## src/rtl/can_sim_pkg.sv

```systemverilog
// rtl/can_sim_pkg.sv - shared fault-mode encodings, injector state type and clog2 helper
package can_sim_pkg;

  localparam logic [1:0] FM_NONE = 2'b00;
  localparam logic [1:0] FM_DOM  = 2'b01;
  localparam logic [1:0] FM_REC  = 2'b10;
  localparam logic [1:0] FM_INV  = 2'b11;

  typedef logic [0:0] flt_state_t;
  localparam flt_state_t F_IDLE = 1'b0;
  localparam flt_state_t F_ACT  = 1'b1;

  function automatic int clog2(input int v);
    int r;
    r = 0;
    while ((1 << r) < v) r = r + 1;
    return r;
  endfunction

endpackage

```

## src/rtl/can_dly_line.sv

```systemverilog
// rtl/can_dly_line.sv - per-node TX shift-register delay line with saturating tap
module can_dly_line
  import can_sim_pkg::*;
#(
  parameter int DLY_MAX = 8,
  parameter int DW      = clog2(DLY_MAX + 1)
) (
  input  logic          clk,
  input  logic          rstn,
  input  logic          tx_i,
  input  logic [DW-1:0] tap_i,
  output logic          tx_dly_o
);

  logic [DLY_MAX-1:0] sr_q, sr_d;
  logic [DW-1:0]      tap_sat;

  always_comb begin
    sr_d    = sr_q << 1;
    sr_d[0] = tx_i;
  end

  always_ff @(posedge clk or negedge rstn) begin
    if (!rstn) sr_q <= '1;
    else       sr_q <= sr_d;
  end

  // Tap 0 bypasses the register chain; tap k selects the bit delayed k cycles.
  always_comb begin
    tap_sat  = (tap_i > DW'(DLY_MAX)) ? DW'(DLY_MAX) : tap_i;
    tx_dly_o = tx_i;
    for (int k = 0; k < DLY_MAX; k++) begin
      if (int'(tap_sat) == k + 1) tx_dly_o = sr_q[k];
    end
  end

endmodule

```

## src/rtl/can_bus_sim.sv

```systemverilog
// rtl/can_bus_sim.sv - wired-AND CAN bus model with per-node delay, fault injector and bus monitors
module can_bus_sim
  import can_sim_pkg::*;
#(
  parameter int N_NODES  = 4,
  parameter int DLY_MAX  = 8,
  parameter int IDLE_CYC = 550,
  parameter int DOM_TO   = 1000,
  localparam int DW      = clog2(DLY_MAX + 1)
) (
  input  logic                  clk,
  input  logic                  rstn,
  input  logic [N_NODES-1:0]    node_tx,
  input  logic [N_NODES*DW-1:0] node_dly,
  output logic [N_NODES-1:0]    node_rx,
  input  logic                  flt_valid,
  output logic                  flt_ready,
  input  logic [3:0]            flt_node,
  input  logic [1:0]            flt_mode,
  input  logic [15:0]           flt_len,
  output logic                  bus_idle,
  output logic                  dom_timeout,
  input  logic                  clr,
  output logic [15:0]           edge_cnt
);

  localparam int IW = clog2(IDLE_CYC + 1);
  localparam int TW = clog2(DOM_TO + 1);

  logic [N_NODES-1:0] tx_dly;
  logic               bus;

  for (genvar g = 0; g < N_NODES; g++) begin : g_dly
    can_dly_line #(.DLY_MAX(DLY_MAX)) u_dly (
      .clk      (clk),
      .rstn     (rstn),
      .tx_i     (node_tx[g]),
      .tap_i    (node_dly[g*DW +: DW]),
      .tx_dly_o (tx_dly[g])
    );
  end

  assign bus = &tx_dly;

  logic [N_NODES-1:0] rx_q;
  flt_state_t         state_q, state_d;
  logic [15:0]        cnt_q, cnt_d;
  logic [3:0]         fnode_q, fnode_d;
  logic [1:0]         fmode_q, fmode_d;
  logic [IW-1:0]      rec_q, rec_d;
  logic [TW-1:0]      dom_q, dom_d;
  logic               to_q, to_d;
  logic               prev_q;
  logic [15:0]        edge_q, edge_d;

  // A zero-length request is accepted but never leaves F_IDLE.
  always_comb begin
    state_d = state_q;
    cnt_d   = cnt_q;
    fnode_d = fnode_q;
    fmode_d = fmode_q;
    if (state_q == F_IDLE) begin
      if (flt_valid && flt_len != 16'd0) begin
        state_d = F_ACT;
        cnt_d   = flt_len;
        fnode_d = flt_node;
        fmode_d = flt_mode;
      end
    end else begin
      cnt_d = cnt_q - 16'd1;
      if (cnt_q == 16'd1) state_d = F_IDLE;
    end
  end

  always_comb begin
    rec_d  = bus ? ((rec_q == IW'(IDLE_CYC)) ? rec_q : rec_q + IW'(1)) : '0;
    dom_d  = bus ? '0 : ((dom_q == TW'(DOM_TO)) ? dom_q : dom_q + TW'(1));
    to_d   = (dom_d == TW'(DOM_TO)) | (to_q & ~clr);
    edge_d = (!bus && prev_q) ? edge_q + 16'd1 : edge_q;
  end

  always_ff @(posedge clk or negedge rstn) begin
    if (!rstn) begin
      rx_q    <= '1;
      state_q <= F_IDLE;
      cnt_q   <= '0;
      fnode_q <= '0;
      fmode_q <= FM_NONE;
      rec_q   <= '0;
      dom_q   <= '0;
      to_q    <= 1'b0;
      prev_q  <= 1'b1;
      edge_q  <= '0;
    end else begin
      rx_q    <= {N_NODES{bus}};
      state_q <= state_d;
      cnt_q   <= cnt_d;
      fnode_q <= fnode_d;
      fmode_q <= fmode_d;
      rec_q   <= rec_d;
      dom_q   <= dom_d;
      to_q    <= to_d;
      prev_q  <= bus;
      edge_q  <= edge_d;
    end
  end

  // Override only the receive view of the targeted node; out-of-range targets match nothing.
  always_comb begin
    node_rx = rx_q;
    if (state_q == F_ACT) begin
      for (int i = 0; i < N_NODES; i++) begin
        if (fnode_q == 4'(i)) begin
          case (fmode_q)
            FM_DOM:  node_rx[i] = 1'b0;
            FM_REC:  node_rx[i] = 1'b1;
            FM_INV:  node_rx[i] = ~rx_q[i];
            default: node_rx[i] = rx_q[i];
          endcase
        end
      end
    end
  end

  assign flt_ready   = (state_q == F_IDLE);
  assign bus_idle    = (rec_q == IW'(IDLE_CYC));
  assign dom_timeout = to_q;
  assign edge_cnt    = edge_q;

endmodule

```

## config.mk

```make
export PLATFORM = sky130hd
export DESIGN_NAME = can_bus_sim
export DESIGN_NICKNAME = d
export VERILOG_FILES = /design/src/rtl/can_sim_pkg.sv /design/src/rtl/can_dly_line.sv /design/src/rtl/can_bus_sim.sv
export SDC_FILE = /design/constraint.sdc
export NUM_CORES = 1
export LEC_CHECK = 0
export ABC_CLOCK_PERIOD_IN_PS = 2950
export CAP_MARGIN = 20
export CORE_MARGIN = 2
export CORE_UTILIZATION = 53
export DETAILED_ROUTE_END_ITERATION = 7
export HOLD_SLACK_MARGIN = 0.05
export PLACE_DENSITY = 0.78
export SLEW_MARGIN = 0
export SYNTH_ARGS = -nofsm -noshare
export SYNTH_HDL_FRONTEND = slang
export SYNTH_SLANG_ARGS = --single-unit
```

## constraint.sdc

```tcl
create_clock -name clk -period 2.95 [get_ports clk]
set_input_delay 0.59 -clock clk [delete_from_list [all_inputs] [get_ports clk]]
set_output_delay 0.59 -clock clk [all_outputs]
set_load 0.03 [all_outputs]
```

==> results.sh, run 1 <==
export IMPL_path_buf_inv=2
export IMPL_synth_area_leaders="dfrtp_1, dfstp_2, nand2_1"
export IMPL_fillers=632
export IMPL_max_slew_margin_rel_pct=60.4
export IMPL_syn_area_per_cell_um2=9.94
export IMPL_fin_crit_ps=2780
export IMPL_critPathKind="flip-flop to output pin"
export IMPL_utilization_pct=68.8
export IMPL_switching_share_pct=31.2
export IMPL_wl_per_cell_um=15.5
export IMPL_path_delay_family="buffers and inverters"
export IMPL_slew_violations=0
export IMPL_p_per_area_nw_per_um2=614
export IMPL_clock_skew_ps=11.5
export IMPL_grt_first_pass_wirelength_um=17400
export IMPL_startpoint="state_q"
export IMPL_synth_edff_count=0
export IMPL_synth_top_area_share_pct=32.7
export IMPL_die_w_um=97.1
export IMPL_p_int_mw=2.41
export IMPL_postRouteAntennaNets=0
export IMPL_cp_max_fo=4
export IMPL_insertedDiodeCount=0
export IMPL_fin_ws_ps=171
export IMPL_critPathMaxStageDelay_ps=690
export IMPL_grtUsageTotal_pct=22.5
export IMPL_antenna_found_initial=0
export IMPL_synthArstFlopShare_pct=100
export IMPL_finalCritPeriodShare_pct=94.2
export IMPL_postCtsHoldBufs=0
export IMPL_nets=593
export IMPL_worstSkewPairLatency_ps=350
export IMPL_hold_viol=0
export IMPL_synth_common_cells="dfrtp_1, nand2_1, nor2_1"
export IMPL_coreArea_um2=8300
export IMPL_status="finished clean"
export IMPL_p_leak_nw=2.40
export IMPL_drive_above_1_share_pct=15.0
export IMPL_tritoncts="yes"
export IMPL_slowest_stage="clkdlybuf4s50_1"
export IMPL_dpl_hpwl_um=7250
export IMPL_first_pass_iters=4
export IMPL_post_place_ws_ps=-82.3
export IMPL_ys_warn_count=0
export IMPL_clk_pin_slew_worst_paths_ps=100
export IMPL_synth_ff_type="dfrtp_1"
export IMPL_ir_drop_mv=0.323
export IMPL_path_common_cell="a21oi_1"
export IMPL_dieArea_um2=9420
export IMPL_timing_hold_ws_ps=160
export IMPL_critPathArrivalTime_ps=2190
export IMPL_totalWireLength_um=10100
export IMPL_portBuffers=68
export IMPL_yosysMostFrequentCell="dfrtp_1"
export IMPL_endpoint_kind="output pin"
export IMPL_setup_viol=0
export IMPL_cts_max_path_buffers=2
export IMPL_synth_nets=515
export IMPL_path_cells="inv_1 > nor4_2 > a21oi_1 > a21oi_1 > clkdlybuf4s50_1"
export IMPL_synth_top_cell_by_area="dfrtp_1"
export IMPL_die_h_um=97.1
export IMPL_gp_congestion=0.799
export IMPL_numCtsBuffers=9
export IMPL_start_util_pct=55.3
export IMPL_netSwitchingPower_mw=1.09
export IMPL_drtIter0Drc=124
export IMPL_route_vias_total=3665
export IMPL_placement_rows=33
export IMPL_setup_tns_ps=0
export IMPL_cp_required_ps=2360
export IMPL_grt_max_degree=66
export IMPL_first_global_vias=3762
export IMPL_hold_class="primary input to asynchronous set/reset pin"
export IMPL_multiInputGateArea_um2=2050
export IMPL_syn_area_um2=4590
export IMPL_detail_route_drc_violations=0
export IMPL_clkSinkCount=93
export IMPL_fmax_ghz=0.360
export IMPL_max_cap_violations=0
export IMPL_viasPerCell=5.64
export IMPL_gr_total_overflow=0
export IMPL_power_mw=3.51
export IMPL_r2r_start="g_dly[0].u_dly.sr_q[5]"
export IMPL_syn_to_final_growth_pct=24.4
export IMPL_cp_start_kind="flip-flop"
export IMPL_yosysUniqueCellTypes=57
export IMPL_io_pin_count=69
export IMPL_regArea_um2=2370
export IMPL_pwr_share_clk_pct=28.6
export IMPL_ys_seq_area_share_pct=51.6
export IMPL_ys_ff_latch=93
export IMPL_ctsHtreeMaxLevel=3
export IMPL_cts_root_buffer="clkbuf_8"
export IMPL_p_seq_share_pct=47.5
export IMPL_worstMarginPinSlew_ps=595
export IMPL_pwr_share_comb_pct=23.9
export IMPL_rsz0062_at_grt="no"
export IMPL_syn_inst=462
-- timing repair --
action | CTS | global route
pin swaps | 0 | 1
resized for setup | 1 | 1
buffers inserted | 0 | 2
setup endpoints to repair | 1 | 2
gates cloned | 0 | 0
-- per-stage QoR --
stage | std cells | area [um2]
2_1_floorplan | 462 | 4590
3_3_place_gp | 632 | 5450
3_5_place_dp | 632 | 5450
4_1_cts | 648 | 5690
5_1_grt | 650 | 5710
6_report | 650 | 5710
-- metal layers --
metal / vias up / GRT usage [%] / wire length (um)
li1: 1778 / - / -
met1: 1782 / 27.8 / 4500
met2: 90 / 39.2 / 4990
met3: 15 / 5.25 / 421
met4: 0 / 7.04 / 158
met5: - / 0 / 0
-- cell usage in the layout, fill, tap and decap left out, types with 14 or more instances in the layout --
master	n
a21oi_1	17
buf_4	21
clkdlybuf4s50_1	65
dfrtp_1	60
dfstp_2	33
inv_1	18
nand2_1	58
nand3_1	21
nor2_1	44
o21ai_0	18
xnor2_1	14
xor2_1	23
-- cells by family after synthesis --
group	count (synthesis)	synth area share, %
AND/OR/NAND/NOR	202	22.7
flip-flops	93	51.6
buffers and inverters	40	3.92
multiplexers	11	2.45
XOR/XNOR	37	7.06
AO/OA/AOI/OAI	72	10.4
adder cells (fa/ha/maj)	7	1.91
-- worst register-to-register path, stage by stage (launching register included) --
cell and delay, ps:
dfstp_2 540, and4bb_1 220, nor4_1 260, a2111oi_0 110, nor4_1 200, and4_1 330, nand2b_1 180, mux2_2 350
-- registers in the layout (all words and copies together), names as in the netlist, 2 cells and up --
signal	flops
edge_cnt	16
cnt_q	16
fmode_q	2
g_dly.u_dly.sr_q	32
fnode_q	4
dom_q	10
rec_q	10
-- area by class of cell --
type | instances | area share (%)
well taps | 105 | 2.30
inverters | 18 | 1.18
clock buffers | 12 | 2.37
repair buffers | 89 | 15.1
clock inverters | 4 | 1.73
multi-input cells | 329 | 35.9
flip-flops and latches | 93 | 41.5
-- worst paths after layout --
check,cells after the start,endpoint,slack [ps]
setup / recovery,5,node_rx[0],170
hold / removal,1,cnt_q[4],160
setup reg to reg,7,edge_cnt[1],660
hold reg to reg,0,g_dly[2].u_dly.sr_q[7],360
max in group asynchronous,2,g_dly[3].u_dly.sr_q[5],2090
min in group clk,0,g_dly[2].u_dly.sr_q[7],360
-- power groups by stage --
| stage | sequential [mW] | combinational, mW | clock, mW |
|---|---|---|---|
| finish | 1.67 | 0.839 | 1.00 |
| global route | 1.70 | 0.932 | 1.07 |
| CTS | 1.66 | 0.845 | 1.03 |
| detailed placement | 1.69 | 0.837 | 0 |
| global placement | 1.68 | 0.812 | 0 |
| floorplan | 1.72 | 0.449 | 0 |
(Power assumes the default switching activity.)
==> run 2: changes to the inputs <==
- CAP_MARGIN: 20 -> unset
==> results of run 2 <==
Same layout as run 1: the final DEF is identical, and so are final timing and power.
==> run 3: changes to the inputs <==
- MAX_ROUTING_LAYER: unset -> met4
==> run 3 against run 2 <==
Effect of this change:
- cell area unchanged
- sequential power about the same
- clock skew about the same
- clock power about the same
- sequential cell count unchanged
- global-route usage up 0.68 points
- setup slack about the same
- via count up 0.11%
- clock-buffer cell count unchanged
- first-iteration DRC count down 4.8%
- highest routed layer unchanged
==> results.sh, run 3 (synthesis results as in run 1) <==
export IMPL_io_pin_count=69
export IMPL_start_util_pct=55.3
export IMPL_final_common_cell="clkdlybuf4s50_1"
export IMPL_cts_max_path_buffers=2
export IMPL_numCtsBuffers=9
export IMPL_syn_to_final_growth_pct=24.4
export IMPL_switching_share_pct=31.2
export IMPL_r2r_start="g_dly[0].u_dly.sr_q[5]"
export IMPL_drive_above_1_share_pct=15.0
export IMPL_endpoint_kind="output pin"
export IMPL_first_global_vias=3759
export IMPL_critPathKind="flip-flop to output pin"
export IMPL_coreArea_um2=8300
export IMPL_pwr_share_comb_pct=23.9
export IMPL_antenna_found_initial=0
export IMPL_grt_max_degree=66
export IMPL_fillers=632
export IMPL_pwr_share_clk_pct=28.5
export IMPL_status="finished clean"
export IMPL_rrSetupSlack_ps=650
export IMPL_fin_ws_ps=170
export IMPL_largest_register="g_dly.u_dly.sr_q"
export IMPL_max_cap_violations=0
export IMPL_tritoncts="yes"
export IMPL_setup_viol=0
export IMPL_gp_congestion=0.811
export IMPL_dpl_cell_area_um2=5450
export IMPL_clock_skew_ps=11.3
export IMPL_die_w_um=97.1
export IMPL_totalWireLength_um=10100
export IMPL_final_cell_mix="clkdlybuf4s50_1, dfrtp_1, nand2_1"
export IMPL_ir_drop_mv=0.323
export IMPL_rsz0062_at_grt="no"
export IMPL_dpl_hpwl_um=7250
export IMPL_fmax_ghz=0.360
export IMPL_ctsHtreeMaxLevel=3
export IMPL_postRouteAntennaNets=0
export IMPL_dieArea_um2=9420
export IMPL_insertedDiodeCount=0
export IMPL_die_h_um=97.1
export IMPL_p_int_mw=2.41
export IMPL_critPathArrivalTime_ps=2190
export IMPL_timing_hold_ws_ps=161
export IMPL_grtUsageTotal_pct=23.2
export IMPL_p_per_area_nw_per_um2=614
export IMPL_slew_violations=0
export IMPL_post_place_ws_ps=-82.3
export IMPL_largest_reg_flops=32
export IMPL_clkSinkCount=93
export IMPL_multiInputGateArea_um2=2050
export IMPL_finalCritPeriodShare_pct=94.2
export IMPL_max_slew_margin_rel_pct=60.4
export IMPL_clk_pin_slew_worst_paths_ps=90
export IMPL_drtIter0Drc=118
export IMPL_placement_rows=33
export IMPL_r2r_end="edge_cnt[1]"
export IMPL_postCtsHoldBufs=0
export IMPL_r2r_cells=7
export IMPL_regArea_um2=2370
export IMPL_grt_first_pass_wirelength_um=17500
export IMPL_fin_crit_ps=2780
export IMPL_cp_start_kind="flip-flop"
export IMPL_detail_route_drc_violations=0
export IMPL_netSwitchingPower_mw=1.10
export IMPL_cts_root_buffer="clkbuf_8"
export IMPL_nets=593
export IMPL_final_area_um2=5710
export IMPL_portBuffers=68
export IMPL_gr_total_overflow=0
export IMPL_worstSkewPairLatency_ps=350
export IMPL_p_seq_share_pct=47.5
export IMPL_hold_class="primary input to asynchronous set/reset pin"
export IMPL_cp_required_ps=2360
export IMPL_first_pass_iters=4
export IMPL_p_leak_nw=2.40
export IMPL_viasPerCell=5.64
export IMPL_worstMarginPinSlew_ps=593
export IMPL_cp_max_fo=4
export IMPL_wl_per_cell_um=15.5
export IMPL_route_vias_total=3669
export IMPL_setup_tns_ps=0
export IMPL_hold_viol=0
==> run 3: how the worst max path moves through the flow <==
stage                            from           to  cells after the start
final                         state_q   node_rx[0]                      5
after global routing          state_q   node_rx[0]                      5
after CTS                    rec_q[2]     bus_idle                      4
after detailed placement  node_dly[9]  edge_cnt[8]                      9
after global placement    node_dly[9]  edge_cnt[8]                      9
after floorplan               state_q   node_rx[3]                      5
==> run 3: layer usage <==
layer  track usage [%]  vias up  part of all wire [%]
li1                  -     1777                     -
met1              27.9     1789                    45
met2              39.2       88                    50
met3              5.11       15                   3.9
met4              7.04        0                   1.6
met5                 -        -                     0
==> run 3: worst max-delay path, stage by stage, from the launching register on <==
cell             delay [ps]
dfrtp_1                 370
inv_1                    90
nor4_2                  420
a21oi_1                 120
a21oi_1                 150
clkdlybuf4s50_1         690
==> run 3: layout make-up <==
| class | count | share of cell area, % |
|---|---|---|
| flip-flops and latches | 93 | 41.5 |
| multi-input cells | 329 | 35.9 |
| repair buffers | 89 | 15.1 |
| clock buffers | 12 | 2.37 |
| well taps | 105 | 2.30 |
| clock inverters | 4 | 1.73 |
| inverters | 18 | 1.18 |
==> run 3: metrics by stage <==
stage | power [mW] | util (%) | std cells
floorplan | 2.17 | - | 462
global placement | 2.49 | 65.7 | 632
detailed placement | 2.52 | 65.7 | 632
CTS | 3.54 | 68.6 | 648
global route | 3.70 | 68.8 | 650
finish | 3.51 | 68.8 | 650
==> run 3: power by group through the flow <==
stage               Sequential (mW)  Combinational, mW  Clock [mW]
finish                         1.67              0.839        1.00
global route                   1.70              0.932        1.07
CTS                            1.66              0.845        1.03
detailed placement             1.69              0.837           0
global placement               1.68              0.812           0
floorplan                      1.72              0.449           0
==> run 3: repair_timing <==
| action | in CTS | in global routing |
|---|---|---|
| gates resized for setup | 1 | 1 |
| setup endpoints to repair | 1 | 2 |
| gates cloned | 0 | 0 |
| pin swaps | 0 | 1 |
| endpoints found under the hold margin | 0 | 0 |
| setup buffers | 0 | 2 |
